[src/rtl/decode_stage_pkg.sv]
// Shared constants and types for the decode stage: icodes, stat codes, register IDs, widths.
// The D-register layout and its bubble value live here so every file agrees on them.
package decode_stage_pkg;

    localparam int NIBBLE = 4;
    localparam int WORD   = 32;

    localparam logic [3:0] I_HALT   = 4'h0;
    localparam logic [3:0] I_NOP    = 4'h1;
    localparam logic [3:0] I_RRMOVL = 4'h2;
    localparam logic [3:0] I_IRMOVL = 4'h3;
    localparam logic [3:0] I_RMMOVL = 4'h4;
    localparam logic [3:0] I_MRMOVL = 4'h5;
    localparam logic [3:0] I_OPL    = 4'h6;
    localparam logic [3:0] I_JXX    = 4'h7;
    localparam logic [3:0] I_CALL   = 4'h8;
    localparam logic [3:0] I_RET    = 4'h9;
    localparam logic [3:0] I_PUSHL  = 4'hA;
    localparam logic [3:0] I_POPL   = 4'hB;

    localparam logic [2:0] S_BUB = 3'd0;
    localparam logic [2:0] S_AOK = 3'd1;
    localparam logic [2:0] S_HLT = 3'd2;
    localparam logic [2:0] S_ADR = 3'd3;
    localparam logic [2:0] S_INS = 3'd4;

    localparam logic [3:0] RNONE  = 4'hF;
    localparam int         REGNUM = 8;

    typedef struct packed {
        logic [2:0]        stat;
        logic [NIBBLE-1:0] icode;
        logic [NIBBLE-1:0] ifun;
        logic [NIBBLE-1:0] ra;
        logic [NIBBLE-1:0] rb;
        logic [WORD-1:0]   valc;
        logic [WORD-1:0]   valp;
    } d_reg_t;

    function automatic d_reg_t d_bubble_value();
        d_reg_t v;
        v.stat  = S_BUB;
        v.icode = I_NOP;
        v.ifun  = 4'h0;
        v.ra    = RNONE;
        v.rb    = RNONE;
        v.valc  = '0;
        v.valp  = '0;
        return v;
    endfunction

endpackage

[src/rtl/decode_stage_fwd_sel.sv]
// Five-source operand select: execute, memory (load then ALU), write-back (load then ALU), else
// register file. A source of RNONE never matches and yields zero.
module fwd_sel
    import decode_stage_pkg::*;
(
    input  logic [3:0]  src,
    input  logic [3:0]  e_dste,
    input  logic [31:0] e_vale,
    input  logic [3:0]  m_dstm,
    input  logic [31:0] m_valm,
    input  logic [3:0]  m_dste,
    input  logic [31:0] m_vale,
    input  logic [3:0]  w_dstm,
    input  logic [31:0] w_valm,
    input  logic [3:0]  w_dste,
    input  logic [31:0] w_vale,
    input  logic [31:0] rval,
    output logic [31:0] val
);

    always_comb begin
        val = '0;
        if (src != RNONE) begin
            // Youngest producer wins: it holds the most recent value of the register.
            if (src == e_dste)      val = e_vale;
            else if (src == m_dstm) val = m_valm;
            else if (src == m_dste) val = m_vale;
            else if (src == w_dstm) val = w_valm;
            else if (src == w_dste) val = w_vale;
            else                    val = rval;
        end
    end

endmodule

[src/rtl/decode_stage.sv]
// Pipeline decode stage: D register, register-ID decode and operand resolution.
// Forwarding is built only when FORWARD_EN is defined; otherwise operands come straight from the register file.
module decode_stage
    import decode_stage_pkg::*;
#(
    parameter logic [3:0] RSP_ID = 4'h4
) (
    input  logic        clk,
    input  logic        rst,
    input  logic [2:0]  f_stat,
    input  logic [3:0]  f_icode,
    input  logic [3:0]  f_ifun,
    input  logic [3:0]  f_rA,
    input  logic [3:0]  f_rB,
    input  logic [31:0] f_valC,
    input  logic [31:0] f_valP,
    input  logic        D_stall,
    input  logic        D_bubble,
    output logic [3:0]  srcA,
    output logic [3:0]  srcB,
    output logic [3:0]  dstE,
    output logic [3:0]  dstM,
    input  logic [31:0] rvalA,
    input  logic [31:0] rvalB,
    input  logic [3:0]  e_dstE,
    input  logic [31:0] e_valE,
    input  logic [3:0]  M_dstE,
    input  logic [31:0] M_valE,
    input  logic [3:0]  M_dstM,
    input  logic [31:0] m_valM,
    input  logic [3:0]  W_dstE,
    input  logic [31:0] W_valE,
    input  logic [3:0]  W_dstM,
    input  logic [31:0] W_valM,
    output logic [2:0]  d_stat,
    output logic [3:0]  d_icode,
    output logic [3:0]  d_ifun,
    output logic [31:0] d_valC,
    output logic [31:0] d_valA,
    output logic [31:0] d_valB
);

    d_reg_t d_q;
    d_reg_t d_d;

    // Stall outranks bubble so a stalled instruction is never lost.
    always_comb begin
        d_d = d_q;
        if (D_stall) begin
            d_d = d_q;
        end else if (D_bubble) begin
            d_d = d_bubble_value();
        end else begin
            d_d.stat  = f_stat;
            d_d.icode = f_icode;
            d_d.ifun  = f_ifun;
            d_d.ra    = f_rA;
            d_d.rb    = f_rB;
            d_d.valc  = f_valC;
            d_d.valp  = f_valP;
        end
    end

    always_ff @(posedge clk) begin
        if (rst) begin
            d_q <= d_bubble_value();
        end else begin
            d_q <= d_d;
        end
    end

    always_comb begin
        srcA = RNONE;
        srcB = RNONE;
        dstE = RNONE;
        dstM = RNONE;
        case (d_q.icode)
            I_RRMOVL: begin
                srcA = d_q.ra;
                dstE = d_q.rb;
            end
            I_IRMOVL: dstE = d_q.rb;
            I_RMMOVL: begin
                srcA = d_q.ra;
                srcB = d_q.rb;
            end
            I_MRMOVL: begin
                srcB = d_q.rb;
                dstM = d_q.ra;
            end
            I_OPL: begin
                srcA = d_q.ra;
                srcB = d_q.rb;
                dstE = d_q.rb;
            end
            I_PUSHL: begin
                srcA = d_q.ra;
                srcB = RSP_ID;
                dstE = RSP_ID;
            end
            I_POPL: begin
                srcA = RSP_ID;
                srcB = RSP_ID;
                dstE = RSP_ID;
                dstM = d_q.ra;
            end
            I_CALL: begin
                srcB = RSP_ID;
                dstE = RSP_ID;
            end
            I_RET: begin
                srcA = RSP_ID;
                srcB = RSP_ID;
                dstE = RSP_ID;
            end
            default: ;
        endcase
    end

    logic [3:0] e_dste_sel;
    logic [3:0] m_dstm_sel;
    logic [3:0] m_dste_sel;
    logic [3:0] w_dstm_sel;
    logic [3:0] w_dste_sel;

`ifdef FORWARD_EN
    assign e_dste_sel = e_dstE;
    assign m_dstm_sel = M_dstM;
    assign m_dste_sel = M_dstE;
    assign w_dstm_sel = W_dstM;
    assign w_dste_sel = W_dstE;
`else
    // Hazard unit stalls instead; tying every producer to RNONE turns the selects into plain register reads.
    logic unused_fwd_ids;
    assign unused_fwd_ids = ^{e_dstE, M_dstM, M_dstE, W_dstM, W_dstE};
    assign e_dste_sel = RNONE;
    assign m_dstm_sel = RNONE;
    assign m_dste_sel = RNONE;
    assign w_dstm_sel = RNONE;
    assign w_dste_sel = RNONE;
`endif

    logic [31:0] val_a_sel;
    logic [31:0] val_b_sel;

    fwd_sel u_fwd_a (
        .src    (srcA),
        .e_dste (e_dste_sel),
        .e_vale (e_valE),
        .m_dstm (m_dstm_sel),
        .m_valm (m_valM),
        .m_dste (m_dste_sel),
        .m_vale (M_valE),
        .w_dstm (w_dstm_sel),
        .w_valm (W_valM),
        .w_dste (w_dste_sel),
        .w_vale (W_valE),
        .rval   (rvalA),
        .val    (val_a_sel)
    );

    fwd_sel u_fwd_b (
        .src    (srcB),
        .e_dste (e_dste_sel),
        .e_vale (e_valE),
        .m_dstm (m_dstm_sel),
        .m_valm (m_valM),
        .m_dste (m_dste_sel),
        .m_vale (M_valE),
        .w_dstm (w_dstm_sel),
        .w_valm (W_valM),
        .w_dste (w_dste_sel),
        .w_vale (W_valE),
        .rval   (rvalB),
        .val    (val_b_sel)
    );

    // CALL and JXX carry the return/fall-through address in valA instead of a register.
    assign d_valA = (d_q.icode == I_CALL || d_q.icode == I_JXX) ? d_q.valp : val_a_sel;
    assign d_valB = val_b_sel;

    assign d_stat  = d_q.stat;
    assign d_icode = d_q.icode;
    assign d_ifun  = d_q.ifun;
    assign d_valC  = d_q.valc;

endmodule

[config.mk]
export PLATFORM = sky130hd
export DESIGN_NAME = decode_stage
export DESIGN_NICKNAME = d
export VERILOG_FILES = /design/src/rtl/decode_stage_pkg.sv /design/src/rtl/decode_stage_fwd_sel.sv /design/src/rtl/decode_stage.sv
export SDC_FILE = /design/constraint.sdc
export NUM_CORES = 1
export LEC_CHECK = 0
export CORE_AREA = 5 5 175 177
export DETAILED_ROUTE_END_ITERATION = 6
export DIE_AREA = 0 0 180 182
export MAX_ROUTING_LAYER = met4
export PLACE_DENSITY = 0.54
export SLEW_MARGIN = 25
export SYNTH_ARGS = -nofsm -noshare
export SYNTH_HDL_FRONTEND = slang
export SYNTH_SLANG_ARGS = --single-unit
export TNS_END_PERCENT = 100
[constraint.sdc]
create_clock -name clk -period 2.05 [get_ports clk]
set_input_delay 0.5125 -clock clk [delete_from_list [all_inputs] [get_ports clk]]
set_output_delay 0.5125 -clock clk [all_outputs]
set_load 0.005 [all_outputs]
==> impl_metrics.xml <==
<?xml version="1.0" encoding="UTF-8"?>
<metrics>
  <group name="route">
    <metric name="vias" unit="">4270</metric>
    <metric name="drt-total-wl" unit="mm">19.08</metric>
    <metric name="average_detailed_routed_wire_length_per_instance" unit="um">17.17</metric>
    <metric name="initialDrtViolationCount" unit="">101</metric>
    <metric name="detail_route.first_pass.iterations" unit="">4</metric>
    <metric name="antenna_left" unit="">0</metric>
    <metric name="detail_route.vias_per_cell" unit="">3.843</metric>
    <metric name="drc_errors" unit="">0</metric>
  </group>
  <group name="setup_path">
    <metric name="crit-reg2reg-capture" unit="">d_icode[0]</metric>
    <metric name="criticalPathCategory" unit="">reg -&gt; out</metric>
    <metric name="worstPathMaxFanout" unit="">8</metric>
    <metric name="worst-endpoint-arrival" unit="ns">1.96</metric>
    <metric name="worstSetupEndpointType" unit="">output port</metric>
    <metric name="critPathRequiredTime" unit="ns">1.54</metric>
    <metric name="critPathLaunch" unit="">d_icode[3]</metric>
    <metric name="timing.reg2reg.worst_path_depth" unit="">4</metric>
    <metric name="crit-reg2reg-launch" unit="">d_icode[0]</metric>
    <metric name="setup.worst_path.start_class" unit="">flip-flop</metric>
    <metric name="critPathCapture" unit="">d_valB[17]</metric>
    <metric name="setup.reg_to_reg.worst_slack" unit="ns">1.16</metric>
  </group>
  <group name="finish">
    <metric name="area_growth" unit="%">100.6</metric>
    <metric name="post_route_cells_drive_above_1_share" unit="%">30.32</metric>
    <metric name="final_cell_count_no_fill" unit="">1111</metric>
    <metric name="final_core_util" unit="%">27.16</metric>
    <metric name="nets" unit="">1046</metric>
  </group>
  <group name="logic_synthesis">
    <metric name="async_flop_share" unit="%">0</metric>
    <metric name="netlist-cell-type-count" unit="">32</metric>
    <metric name="avgSynthCellArea" unit="um^2">8.848</metric>
    <metric name="yosysSeqAreaShare" unit="%">42.20</metric>
    <metric name="synth_enable_flop_cells" unit="">0</metric>
    <metric name="cell_types_occupying_the_most_area_after_synthesis" unit="">dfxtp_1, a22oi_1, buf_4, nor2_1, a22o_1</metric>
    <metric name="synth_top_cell_area_share" unit="%">42.20</metric>
    <metric name="synth_ff_type" unit="">dfxtp_1</metric>
    <metric name="syn_inst" unit="">445</metric>
    <metric name="synth_common_cells" unit="">dfxtp_1, nor2_1, a22oi_1, buf_4, and2_1</metric>
    <metric name="post-synth-top-count-cell" unit="">dfxtp_1</metric>
    <metric name="synth.net_count" unit="">776</metric>
    <metric name="synthDominantAreaCellType" unit="">dfxtp_1</metric>
    <metric name="synth_area" unit="mm^2">0.003938</metric>
    <metric name="yosys_warnings" unit="">0</metric>
    <metric name="synth.ff_latch_count" unit="">83</metric>
  </group>
  <group name="floorplanning">
    <metric name="floorplan.die_area" unit="mm^2">0.03276</metric>
    <metric name="chipWidth" unit="um">180</metric>
    <metric name="top_level_ports" unit="">454</metric>
    <metric name="fp-row-count" unit="">63</metric>
    <metric name="floorplan.core_area" unit="mm^2">0.02909</metric>
    <metric name="die_h" unit="um">182</metric>
    <metric name="floorplan.initialDensity" unit="%">13.54</metric>
  </group>
  <group name="sta">
    <metric name="max_freq" unit="GHz">0.4044</metric>
    <metric name="relative_max_transition_margin" unit="%">71.95</metric>
    <metric name="setup_viol" unit="">71</metric>
    <metric name="finalHoldViolations" unit="">0</metric>
    <metric name="hold_ws" unit="ns">0.5000</metric>
    <metric name="tightestPinTransition" unit="ns">0.4208</metric>
    <metric name="worst_clock_skew" unit="ns">0</metric>
    <metric name="setup_repair_after_global_routing_missed_its_margin" unit="">true</metric>
    <metric name="final_max_slew_viol_count" unit="">0</metric>
    <metric name="worst_slack" unit="ns">-0.4228</metric>
    <metric name="timing.final.crit_period" unit="ns">2.473</metric>
    <metric name="finalCritPeriodShare" unit="%">120.6</metric>
  </group>
  <group name="clock_tree">
    <metric name="tritoncts_num_sinks" unit="">83</metric>
    <metric name="clock_tree.htree_level_count" unit="">3</metric>
    <metric name="numCtsBuffers" unit="">9</metric>
    <metric name="clk_path_buf_depth" unit="">2</metric>
    <metric name="cts_root_buf" unit="">clkbuf_16</metric>
    <metric name="worst_skew_pair.late_latency" unit="ns">0.35</metric>
    <metric name="tritoncts" unit="">done</metric>
    <metric name="clk_pin_slew" unit="ns">0.07</metric>
  </group>
  <group name="global_route">
    <metric name="antenna_found_initial" unit="">3</metric>
    <metric name="grt_overflow" unit="">0</metric>
    <metric name="grt_pass1_wl" unit="mm">27.83</metric>
    <metric name="grt_start_max_net_pins" unit="">84</metric>
    <metric name="first_global_vias" unit="">4494</metric>
    <metric name="groute.usage.overall" unit="%">11.47</metric>
  </group>
  <group name="power">
    <metric name="pwr_density_cell" unit="mW/mm^2">584.1</metric>
    <metric name="pwr-share-clk" unit="%">41.3</metric>
    <metric name="internal-power" unit="mW">3.504</metric>
    <metric name="post-layout-total-power" unit="mW">4.615</metric>
    <metric name="switching_share" unit="%">24.07</metric>
    <metric name="vdd_ir_drop_max" unit="mV">0.2503</metric>
    <metric name="leakage" unit="nW">3.125</metric>
    <metric name="power.combinational.fraction" unit="%">21.6</metric>
    <metric name="seq_power_share" unit="%">37.1</metric>
    <metric name="net_switching_power" unit="mW">1.111</metric>
  </group>
  <group name="flow_run">
    <metric name="max_cap_viol_count" unit="">0</metric>
  </group>
  <group name="placed_design">
    <metric name="gpl.final_weighted_congestion" unit="">0.8388</metric>
    <metric name="placement.io_buffers" unit="">273</metric>
    <metric name="placedCellCount" unit="">1057</metric>
    <metric name="dp_hpwl" unit="mm">12.82</metric>
    <metric name="dp_slack" unit="ns">-0.4726</metric>
  </group>
  <group name="outcome">
    <metric name="violations" unit="">negative setup slack</metric>
    <metric name="result_of_the_run" unit="">finished with violations</metric>
  </group>
  <group name="hold_path">
    <metric name="worstHoldStart" unit="">d_stat[1]</metric>
    <metric name="holdCritPathClass" unit="">reg -&gt; reg</metric>
  </group>
</metrics>
## critical path: stages, from the launching register on
cell,delay (ns)
dfxtp_4,0.37
nor2b_4,0.15
buf_4,0.14
a31oi_4,0.17
nand3_4,0.12
buf_12,0.15
buf_12,0.12
buf_16,0.13
and2_4,0.15
buf_6,0.10
## layout make-up
cell class | count | area (um^2)
clock inverter | 5 | 102.6
antenna | 2 | 5.005
timing repair buffer | 341 | 3445
sequential | 83 | 1672
inverter | 4 | 15.01
multi-input combinational | 276 | 1944
tap | 390 | 488.0
clock buffer | 10 | 229.0
fill | 3066 | 21190
## power groups by stage
stage	registers, mW	clock network (mW)	logic [mW]
4_1_cts	1.71	1.99	0.986
3_5_place_dp	1.75	0	0.836
2_1_floorplan	1.74	0	0.308
3_3_place_gp	1.74	0	0.831
6_report	1.71	1.91	0.998
5_1_grt	1.72	2.05	1.07
## how the worst min path moves through the flow
stage	end	slack, ns	cells past startpoint
after global placement	d_stat[1]	0.48	2
after floorplan	d_stat[1]	0.46	2
final	d_stat[1]	0.50	2
after CTS	d_stat[1]	0.51	2
after global routing	d_q[6]	0.53	2
after detailed placement	d_stat[1]	0.50	2
## timing repair
action / in CTS / in global routing
gates cloned: 7 / 0
endpoints found under the setup margin: 81 / 78
gates resized for setup: 377 / 51
buffers inserted: 31 / 9
hold buffers: 0 / 0
pin swaps: 57 / 24
## cell families after synthesis
logic type	Yosys count	share of synthesized area, %
AO/OA/AOI/OAI	127	25.26
buffers and inverters	86	14.08
flip-flops	83	42.20
AND/OR/NAND/NOR	149	18.46
## per-layer routing
metal | global-route usage (%) | share of wire [%] | routed length [um] | vias to the layer above
li1 | - | - | - | 2064
met1 | 13.59 | 44 | 8325 | 1983
met2 | 17.65 | 46 | 8737 | 205
met3 | 4.667 | 8.8 | 1670 | 18
met4 | 4.023 | 1.8 | 345 | 0
met5 | - | 0 | 0 | -
## layout by cell type, fill, tap and decap left out, drive strengths merged, types with 2 or more instances in the layout
cell type,n
dfxtp,83
nand2b,9
buf,140
nand2,8
clkbuf,11
nor2b,5
nor2,79
a31oi,3
clkinv,2
inv,3
nor3b,2
nand3,5
dlygate4sd2,2
clkdlybuf4s50,195
o21ai,6
bufinv,3
o21a,2
or2,7
diode,2
clkdlybuf4s15,2
a22o,32
o22ai,9
and2,32
a22oi,73
## state kept, by name, indices dropped and copies added (netlist names)
register  flops
d_icode       4
d_q          40
d_valC       32
d_stat        3
d_ifun        4
## per-stage QoR
stage	cell area [um^2]	TNS (ns)
finish	7900	-25.36
global route	7900	-31.33
CTS	7757	-28.32
detailed placement	6949	-25.10
global placement	6949	-24.18
floorplan	3938	0
(Power assumes the default switching activity.)
